File: src/rtl/sram_arbiter_pkg.sv
// Shared types, constants and the byte-merge helper for the SRAM arbiter.
package sram_arbiter_pkg;

   localparam int DATA_W = 32;

   // Controller states, kept as plain constants so the encoding is explicit.
   typedef logic [2:0] state_t;
   localparam state_t ST_IDLE     = 3'd0;
   localparam state_t ST_RD       = 3'd1;
   localparam state_t ST_WR       = 3'd2;
   localparam state_t ST_WR_END   = 3'd3;
   localparam state_t ST_RMW_RD   = 3'd4;
   localparam state_t ST_RMW_TURN = 3'd5;
   localparam state_t ST_DONE     = 3'd6;

   // Identity of the bus port that owns the current access.
   typedef enum logic {
      PORT_IF = 1'b0,
      PORT_DM = 1'b1
   } port_t;

   // Replace the bytes of old_word selected by sel with the bytes of new_word.
   function automatic logic [DATA_W-1:0] byte_merge(
      input logic [DATA_W-1:0] old_word,
      input logic [DATA_W-1:0] new_word,
      input logic [3:0]        sel
   );
      logic [DATA_W-1:0] merged;
      merged = old_word;
      for (int i = 0; i < 4; i++) begin
         if (sel[i]) merged[8*i +: 8] = new_word[8*i +: 8];
      end
      return merged;
   endfunction

endpackage

File: src/rtl/sram_arbiter.sv
// Arbitrates one asynchronous 32-bit SRAM between the fetch and data ports,
// generating wait-stated strobes and read-modify-write for partial stores.
module sram_arbiter
   import sram_arbiter_pkg::*;
#(
   parameter int WAIT_CYCLES = 2,
   parameter int ADDR_W      = 20
) (
   input  logic              clk,
   input  logic              rst,
   input  logic              if_req,
   input  logic [ADDR_W-1:0] if_addr,
   output logic              if_ack,
   output logic [31:0]       if_rdata,
   input  logic              dm_req,
   input  logic              dm_we,
   input  logic [ADDR_W-1:0] dm_addr,
   input  logic [3:0]        dm_sel,
   input  logic [31:0]       dm_wdata,
   output logic              dm_ack,
   output logic [31:0]       dm_rdata,
   output logic [ADDR_W-1:0] sram_addr,
   output logic [31:0]       sram_data_o,
   output logic              sram_data_t,
   input  logic [31:0]       sram_data_i,
   output logic              sram_ce,
   output logic              sram_oe,
   output logic              sram_we
);

   localparam int CNT_W = $clog2(WAIT_CYCLES + 1);

   state_t             state, state_n;
   logic [CNT_W-1:0]   cnt;
   logic               cnt_done;
   logic               take;
   logic               grant_dm;
   port_t              port_q, port_n, last_grant;
   logic [3:0]         sel_q;
   logic [DATA_W-1:0]  wdata_q;

   assign cnt_done = (cnt == '0);
   assign take     = (state == ST_IDLE) && (if_req || dm_req);

   // Next-state decode and round-robin choice between the two ports.
   // NOTE: every output of this block gets a default first, so no path can infer a latch.
   always_comb begin
      state_n  = state;
      grant_dm = dm_req && (!if_req || last_grant == PORT_IF);
      port_n   = port_q;
      if (take) port_n = grant_dm ? PORT_DM : PORT_IF;
      case (state)
         ST_IDLE: begin
            if (grant_dm) begin
               if (!dm_we)               state_n = ST_RD;
               else if (dm_sel == 4'hF)  state_n = ST_WR;
               else if (dm_sel == 4'h0)  state_n = ST_DONE;
               else                      state_n = ST_RMW_RD;
            end else if (if_req) begin
               state_n = ST_RD;
            end
         end
         ST_RD:       if (cnt_done) state_n = ST_DONE;
         ST_RMW_RD:   if (cnt_done) state_n = ST_RMW_TURN;
         ST_RMW_TURN:               state_n = ST_WR;
         ST_WR:       if (cnt_done) state_n = ST_WR_END;
         ST_WR_END:                 state_n = ST_DONE;
         ST_DONE:                   state_n = ST_IDLE;
         default:                   state_n = ST_IDLE;
      endcase
   end

   // State register and wait counter; the counter reloads whenever the state changes.
   // NOTE: sequential state uses non-blocking assignments so every register samples pre-edge values.
   always_ff @(posedge clk) begin
      if (rst) begin
         state <= ST_IDLE;
         cnt   <= '0;
      end else begin
         state <= state_n;
         if (state_n != state) cnt <= CNT_W'(WAIT_CYCLES - 1);
         else if (!cnt_done)   cnt <= cnt - CNT_W'(1);
      end
   end

   // Latch the winning request and build the word to write.
   always_ff @(posedge clk) begin
      if (rst) begin
         port_q      <= PORT_IF;
         last_grant  <= PORT_IF;
         sel_q       <= '0;
         wdata_q     <= '0;
         sram_addr   <= '0;
         sram_data_o <= '0;
      end else begin
         if (take) begin
            port_q      <= port_n;
            last_grant  <= port_n;
            sram_addr   <= grant_dm ? dm_addr : if_addr;
            sel_q       <= dm_sel;
            wdata_q     <= dm_wdata;
            sram_data_o <= dm_wdata;
         end
         if (state == ST_RMW_RD && cnt_done)
            sram_data_o <= byte_merge(sram_data_i, wdata_q, sel_q);
      end
   end

   // Registered pad strobes, acks and read data, all derived from the next state.
   always_ff @(posedge clk) begin
      if (rst) begin
         sram_ce     <= 1'b1;
         sram_oe     <= 1'b1;
         sram_we     <= 1'b1;
         sram_data_t <= 1'b0;
         if_ack      <= 1'b0;
         dm_ack      <= 1'b0;
         if_rdata    <= '0;
         dm_rdata    <= '0;
      end else begin
         sram_ce     <= !(state_n inside {ST_RD, ST_RMW_RD, ST_RMW_TURN, ST_WR, ST_WR_END});
         sram_oe     <= !(state_n inside {ST_RD, ST_RMW_RD});
         sram_we     <= (state_n != ST_WR);
         sram_data_t <= (state_n inside {ST_WR, ST_WR_END});
         if_ack      <= (state_n == ST_DONE) && (port_n == PORT_IF);
         dm_ack      <= (state_n == ST_DONE) && (port_n == PORT_DM);
         if (state == ST_RD && cnt_done) begin
            if (port_q == PORT_DM) dm_rdata <= sram_data_i;
            else                   if_rdata <= sram_data_i;
         end
      end
   end

endmodule

File: config.mk
export PLATFORM = sky130hd
export DESIGN_NAME = sram_arbiter
export DESIGN_NICKNAME = d
export VERILOG_FILES = /design/src/rtl/sram_arbiter_pkg.sv /design/src/rtl/sram_arbiter.sv
export SDC_FILE = /design/constraint.sdc
export NUM_CORES = 1
export LEC_CHECK = 0
export CELL_PAD_IN_SITES_DETAIL_PLACEMENT = 0
export CELL_PAD_IN_SITES_GLOBAL_PLACEMENT = 2
export CORE_ASPECT_RATIO = 1.2
export CORE_MARGIN = 4
export CORE_UTILIZATION = 23
export CTS_CLUSTER_SIZE = 16
export DETAILED_ROUTE_END_ITERATION = 8
export GPL_TIMING_DRIVEN = 0
export PLACE_DENSITY_LB_ADDON = 0.1
export SLEW_MARGIN = 30
export SYNTH_ARGS = -nofsm -noshare
export SYNTH_HDL_FRONTEND = slang
export SYNTH_SLANG_ARGS = --single-unit
export TNS_END_PERCENT = 100
File: constraint.sdc
create_clock -name clk -period 1.87 [get_ports clk]
set_clock_uncertainty 0.15 [all_clocks]
set_input_delay 0.187 -clock clk [delete_from_list [all_inputs] [get_ports clk]]
set_output_delay 0.187 -clock clk [all_outputs]
set_load 0.01 [all_outputs]
== After elaboration in Yosys (flattened, before gate mapping) ==
Index checks and enable logic that the tools add are counted.

* Reductions and logical operators: 21
* Eq/ne operators: 15
* Bitwise logic cells: 2
* Muxes and demuxes: 20
* Add/subtract/negate cells: 1

{| class="wikitable"
|+ Operators with widths
! cell !! count
|-
| $mux W32 || 2
|-
| $mux W8 || 4
|-
| $mux W3 || 7
|-
| $mux W20 || 1
|-
| $pmux W3 S6 || 1
|-
| $eq A3 B3 Y1 const B || 5
|-
| $eq A3 B2 Y1 const B || 4
|-
| $eq A3 B1 Y1 const B || 2
|-
| $logic_and A1 B1 Y1 || 6
|-
| $reduce_bool A2 Y1 || 3
|-
| $reduce_bool A5 Y1 || 1
|-
| $eq A4 B4 Y1 const B || 1
|-
| $logic_not A4 Y1 || 1
|-
| $mux W1 || 4
|-
| $reduce_and A2 Y1 || 2
|-
| $logic_not A1 Y1 || 3
|-
| $logic_not A3 Y1 || 1
|-
| $ne A3 B2 Y1 const B || 1
|-
| $ne A3 B3 Y1 || 1
|-
| $logic_not A2 Y1 || 1
|-
| $logic_or A1 B1 Y1 || 2
|-
| $mux W2 || 1
|-
| $ne A2 B1 Y1 const B || 1
|-
| $not A1 Y1 || 2
|-
| other kinds (2) || 2
|}

* Output and inout bits: 122
* Flip-flop bits (word level): 164
* Bits of input ports: 113
* Logic and storage cells: 75

== Logic depth before layout (Yosys ltp) ==
* Depth after elaboration: 9
* Depth in mapped cells: 8
* Depth with buffers taken out: 7

== Worst setup path after synthesis ==
OpenSTA, ideal clock, no wires.

* Path kind: reg2reg
* Start: reg cnt[0]
* End: reg sram_ce
* Clock period less this slack: 1.857 ns
* Setup slack: 0.013 ns
* Library setup time: 0.120 ns
* Required time: 1.600 ns
* Arrival: 1.587 ns
* Stages on the path, launching flop included: 8
* Buffers on the path: 0
* Cell sequence: dfxtp_1 inv_1 ha_1 or3b_1 a21oi_1 o31a_1 nor2b_1 a211o_1

* Longest elaborated chain between the ends: 6
* Elaborated cells on any way between the ends: 12
* Classes of those cells: 5 x eq/ne; 4 x mux; 3 x reduce/logical

{| class="wikitable"
|+ Ends and longest elaborated chain
! item !! RTL line !! RTL
|-
| from (decl) || sram_arbiter.sv:34 || <nowiki>logic [CNT_W-1:0] cnt;</nowiki>
|-
| from (signal assigned) || sram_arbiter.sv:81 || <nowiki>if (state_n != state) cnt <= CNT_W'(WAIT_CYCLES - 1);</nowiki>
|-
| from (signal assigned) || sram_arbiter.sv:82 || <nowiki>else if (!cnt_done) cnt <= cnt - CNT_W'(1);</nowiki>
|-
| $logic_not A2 Y1 (*) || sram_arbiter.sv:42 || <nowiki>assign cnt_done = (cnt == '0);</nowiki>
|-
| $mux W3, on equally long branches || sram_arbiter.sv:66, sram_arbiter.sv:63, sram_arbiter.sv:64 ||
|-
| $pmux W3 S6 (*) || sram_arbiter.sv:52 || <nowiki>case (state)</nowiki>
|-
| $eq A3 B1 Y1, or another cell as far along || sram_arbiter.sv:121 || <nowiki>sram_ce <= !(state_n inside {ST_RD, ST_RMW_RD, ST_RMW_TURN, ST_WR, ST_WR_END});</nowiki>
|-
| $reduce_bool A5 Y1 (*) || sram_arbiter.sv:121 ||
|-
| $logic_not A1 Y1 (*) || sram_arbiter.sv:121 ||
|-
| to (signal assigned) || sram_arbiter.sv:121 ||
|-
| to (decl) || sram_arbiter.sv:26 || <nowiki>output logic sram_ce,</nowiki>
|}

Every way passes the cells marked *; elsewhere a longest branch is shown, timed or not.
A chain may end at the register's enable or synchronous reset.

== Worst setup path in the final report ==
* Start: reg last_grant
* End: reg sram_ce

* Longest elaborated chain between the ends: 8
* Elaborated cells on any way between the ends: 12
* Classes of those cells: 5 x eq/ne; 2 x mux; 1 x bitwise; 4 x reduce/logical

{| class="wikitable"
|+ Ends and longest elaborated chain
! item !! RTL line !! RTL
|-
| from (decl) || sram_arbiter.sv:38 || <nowiki>port_t port_q, port_n, last_grant;</nowiki>
|-
| from (signal assigned) || sram_arbiter.sv:98 || <nowiki>last_grant <= port_n;</nowiki>
|-
| $not A1 Y1 (no line) (*) || - ||
|-
| $logic_or A1 B1 Y1 (*) || sram_arbiter.sv:49 || <nowiki>grant_dm = dm_req && (!if_req || last_grant == PORT_IF);</nowiki>
|-
| $logic_and A1 B1 Y1 (*) || sram_arbiter.sv:49 ||
|-
| $mux W3 (*) || sram_arbiter.sv:54 || <nowiki>if (grant_dm) begin</nowiki>
|-
| $pmux W3 S6 (*) || sram_arbiter.sv:52 ||
|-
| $eq A3 B1 Y1, or another cell as far along || sram_arbiter.sv:121 ||
|-
| $reduce_bool A5 Y1 (*) || sram_arbiter.sv:121 ||
|-
| $logic_not A1 Y1 (*) || sram_arbiter.sv:121 ||
|}

Marks and branches as above.

==> key figures <==
Status
  – Status: finished, final reports clean

Drt
  – Routed Antenna Nets: 0
  – Routed wl met2: between 10000 and 15000 um
  – Routed via count: ~6500
  – Post-route DRC: 0
  – Routed WL per cell: between 15 and 20 um
  – DR pass1 iterations: 4
  – Met3 WL: roughly 1800 um
  – Met1 wire length: between 10000 and 15000 um
  – Post-Route WL: 25990 um
  – Max layer used: met5
  – Via density: approximately 4.5
  – Drt first-iter violations: between 200 and 250

Synth
  – Multiplexer area fraction after synthesis: 3.055%
  – Yosys warnings: 0
  – Post-Synth Adder-Cell Area: less than 1%
  – Largest family of logic cells by synthesized area: simple AND/OR/NAND/NOR gates
  – Main flop type after synthesis: dfxtp_1
  – Post-synthesis cell type count: between 40 and 50
  – #FFs+latches synth: approximately 160
  – Area share of and/or/nand/nor cells after synthesis: approximately a fifth
  – Compound-cell area share of the yosys netlist: 21.10%
  – Asr flop ratio synth: 0%
  – Seq/Total Area, Yosys: 50.11%
  – Syn Area/Cell: 8.273 um^2
  – Post-synth EDFFs: 0
  – Post-synthesis instance total: about 790
  – Post-synthesis xor/xnor area fraction: less than 1%
  – Syn Nets: around 910
  – Mapped Area: 0.006553 mm^2

Timing
  – Slew HR: 53.66%
  – Hold_ws: ~160 ps
  – Setup TNS: 0 ps
  – Final setup violation count: 0
  – Actual slew at the worst max-slew pin: roughly 700 ps
  – Hold Vio Cnt, Final: 0
  – Slew Viols, Final: 0
  – Min Tclk post-route: around 1800 ps
  – Fmax: 554.5 MHz
  – Fin crit share: 96.44%

Layout
  – Most common cell after layout, fill and taps aside: nand2_1
  – Antenna diodes: 0
  – Final nets: 1164
  – Final Util: about 37%
  – Post-route insts no fill: 1440
  – Share of cells above drive strength 1: 11.12%
  – Most frequent cells in the layout: 234 x nand2_1, 231 x clkdlybuf4s50_1, 159 x dfxtp_1, 105 x a21oi_1, 45 x a211oi_1
  – Layout area overhead: 57.65%

CTS
  – H-Tree Depth: 4
  – CTS tree: yes
  – Root buffer cell: clkbuf_16
  – Clk slew on worst S/H paths: around 70 ps
  – CTS Buf Count: 17
  – Clock buffer depth: 2
  – Skew-Pair Late Insertion Delay: 430 ps
  – CTS sink cnt: around 160

Critical path
  – Crit-path max cell delay: 400 ps
  – Setup crit start kind: flip-flop
  – Slowest cell on crit path: nor4_4
  – Crit path DAT: between 1500 and 2000 ps
  – Crit path kind: reg -> reg
  – CP cell instances: a21boi_4, a311oi_1, nor4_4, nor3_1, a211o_1
  – CP endpoint kind: flip-flop
  – Worst-path fanout max: 7
  – Crit path required time: a little over 2000 ps

Job
  – Number of max-cap violations: 0

GRT
  – First-pass GRT wire length: between 30000 and 40000 um
  – Final global-route overflow total: 0
  – Initial antenna violation count: 2
  – Vias in the first global route: about 6700
  – Tot GR Track Use: between 10% and 20%
  – Largest net degree at the start of global routing: 17

Power and ir drop
  – P per Cell Area: between 1000 and 1500 mW/mm^2
  – Static leakage: around 3.6 nW
  – VDD IR max: ~0.53 mV

Min path
  – Worst min path class: in -> reg

Floorplan
  – Die area: around 0.031 mm^2
  – Die width: between 150 and 200 um
  – Num ports: 235
  – Core Footprint: about 0.028 mm^2
  – Die Ht: slightly below 200 um
  – Initial Util: roughly a quarter
  – Core Rows: 67

Place
  – Final HPWL DP: 19310 um
  – Gpl congestion: 0.7497
  – I/O Buffers: between 200 and 250
  – Placed insts: 1403
-- critical path: cells and delay by family (launching register included) --
family	cells	cell delay [ps]
compound gates	3	660
flops	1	380
simple gates	2	500
-- cells by family after synthesis --
group | count (synthesis)
DFF | 164
adders and majority gates | 1
muxes | 20
xor gates and xnor gates | 1
buffers and inverters | 70
AOI/OAI and AO/OA | 212
and+or+nand+nor | 324
-- cell usage after synthesis (3+ instances only) --
| library cell | instances | share of area [%] |
|---|---|---|
| a311oi_1 | 33 | 4.4 |
| nand2_1 | 234 | 13 |
| a211oi_1 | 53 | 6.1 |
| clkbuf_1 | 45 | 2.6 |
| nor3_1 | 6 | 0.46 |
| dfxtp_1 | 164 | 50 |
| nor2_1 | 29 | 1.7 |
| o21ai_0 | 3 | 0.23 |
| nor2b_1 | 37 | 3.5 |
| o31ai_1 | 3 | 0.34 |
| buf_1 | 9 | 0.52 |
| inv_1 | 5 | 0.29 |
| a21oi_1 | 105 | 8.0 |
| mux2i_1 | 20 | 3.1 |
| buf_2 | 11 | 0.84 |
| nand2b_1 | 3 | 0.29 |
-- worst paths after layout --
check,slack [ps],cells past startpoint,from,endpoint
worst min-delay path,160,4,dm_req,last_grant
worst max-delay path,70,5,last_grant,sram_ce
worst min register to register,300,2,if_rdata[24],if_rdata[24]
worst max register to register,70,5,last_grant,sram_ce
-- state kept, by name, summed over array words and instances, names as in the netlist --
| register | flops |
|---|---|
| dm_ack | 1 |
| sram_ce | 1 |
| sram_data_o | 32 |
| last_grant | 1 |
| wdata_q | 32 |
| sram_oe | 1 |
| sel_q | 4 |
| sram_addr | 20 |
| if_ack | 1 |
| if_rdata | 32 |
| state | 3 |
| sram_data_t | 1 |
| cnt | 2 |
| sram_we | 1 |
| dm_rdata | 32 |
-- power by group --
group | switching, W | internal (W)
sequential | 0.000647 | 0.00452
clock | 0.00149 | 0.00216
combinational | 0.00351 | 0.00304
total | 0.00566 | 0.00972
-- area by class of cell --
class                           count  area [um^2]
Fill cell                        3012        17670
Sequential cell                   164         3294
Multi-Input combinational cell    558         3163
Timing Repair Buffer              241         2392
Tap cell                          379        474.2
Clock buffer                       21        460.4
Buffer                             63        397.9
Clock inverter                      9        128.9
Inverter                            5        18.77
-- stage by stage --
| step | total power [W] | cell area (um^2) | worst slack, ps |
|---|---|---|---|
| 2_1_floorplan | 0.008205 | 6553 | 13.15 |
| 3_3_place_gp | 0.01129 | 9349 | -706.0 |
| 3_5_place_dp | 0.01125 | 9349 | -694.1 |
| 4_1_cts | 0.01537 | 10160 | 7.654 |
| 5_1_grt | 0.01642 | 10330 | -5.682 |
| 6_report | 0.01538 | 10330 | 66.52 |
-- per-layer routing --
| layer | track usage, % | vias to the layer above |
|---|---|---|
| li1 | - | 3260 |
| met1 | 20.28 | 3037 |
| met2 | 28.00 | 184 |
| met3 | 5.319 | 16 |
| met4 | 3.612 | 4 |
| met5 | 0 | - |
-- what timing repair did --
action                     4_1_cts  5_1_grt
setup endpoints to repair      153      133
buffers inserted                 1        8
resized for setup               76       45
hold buffers                     0        0
pin swaps                        1       12
No activity file was read; power rests on OpenSTA's default activity.
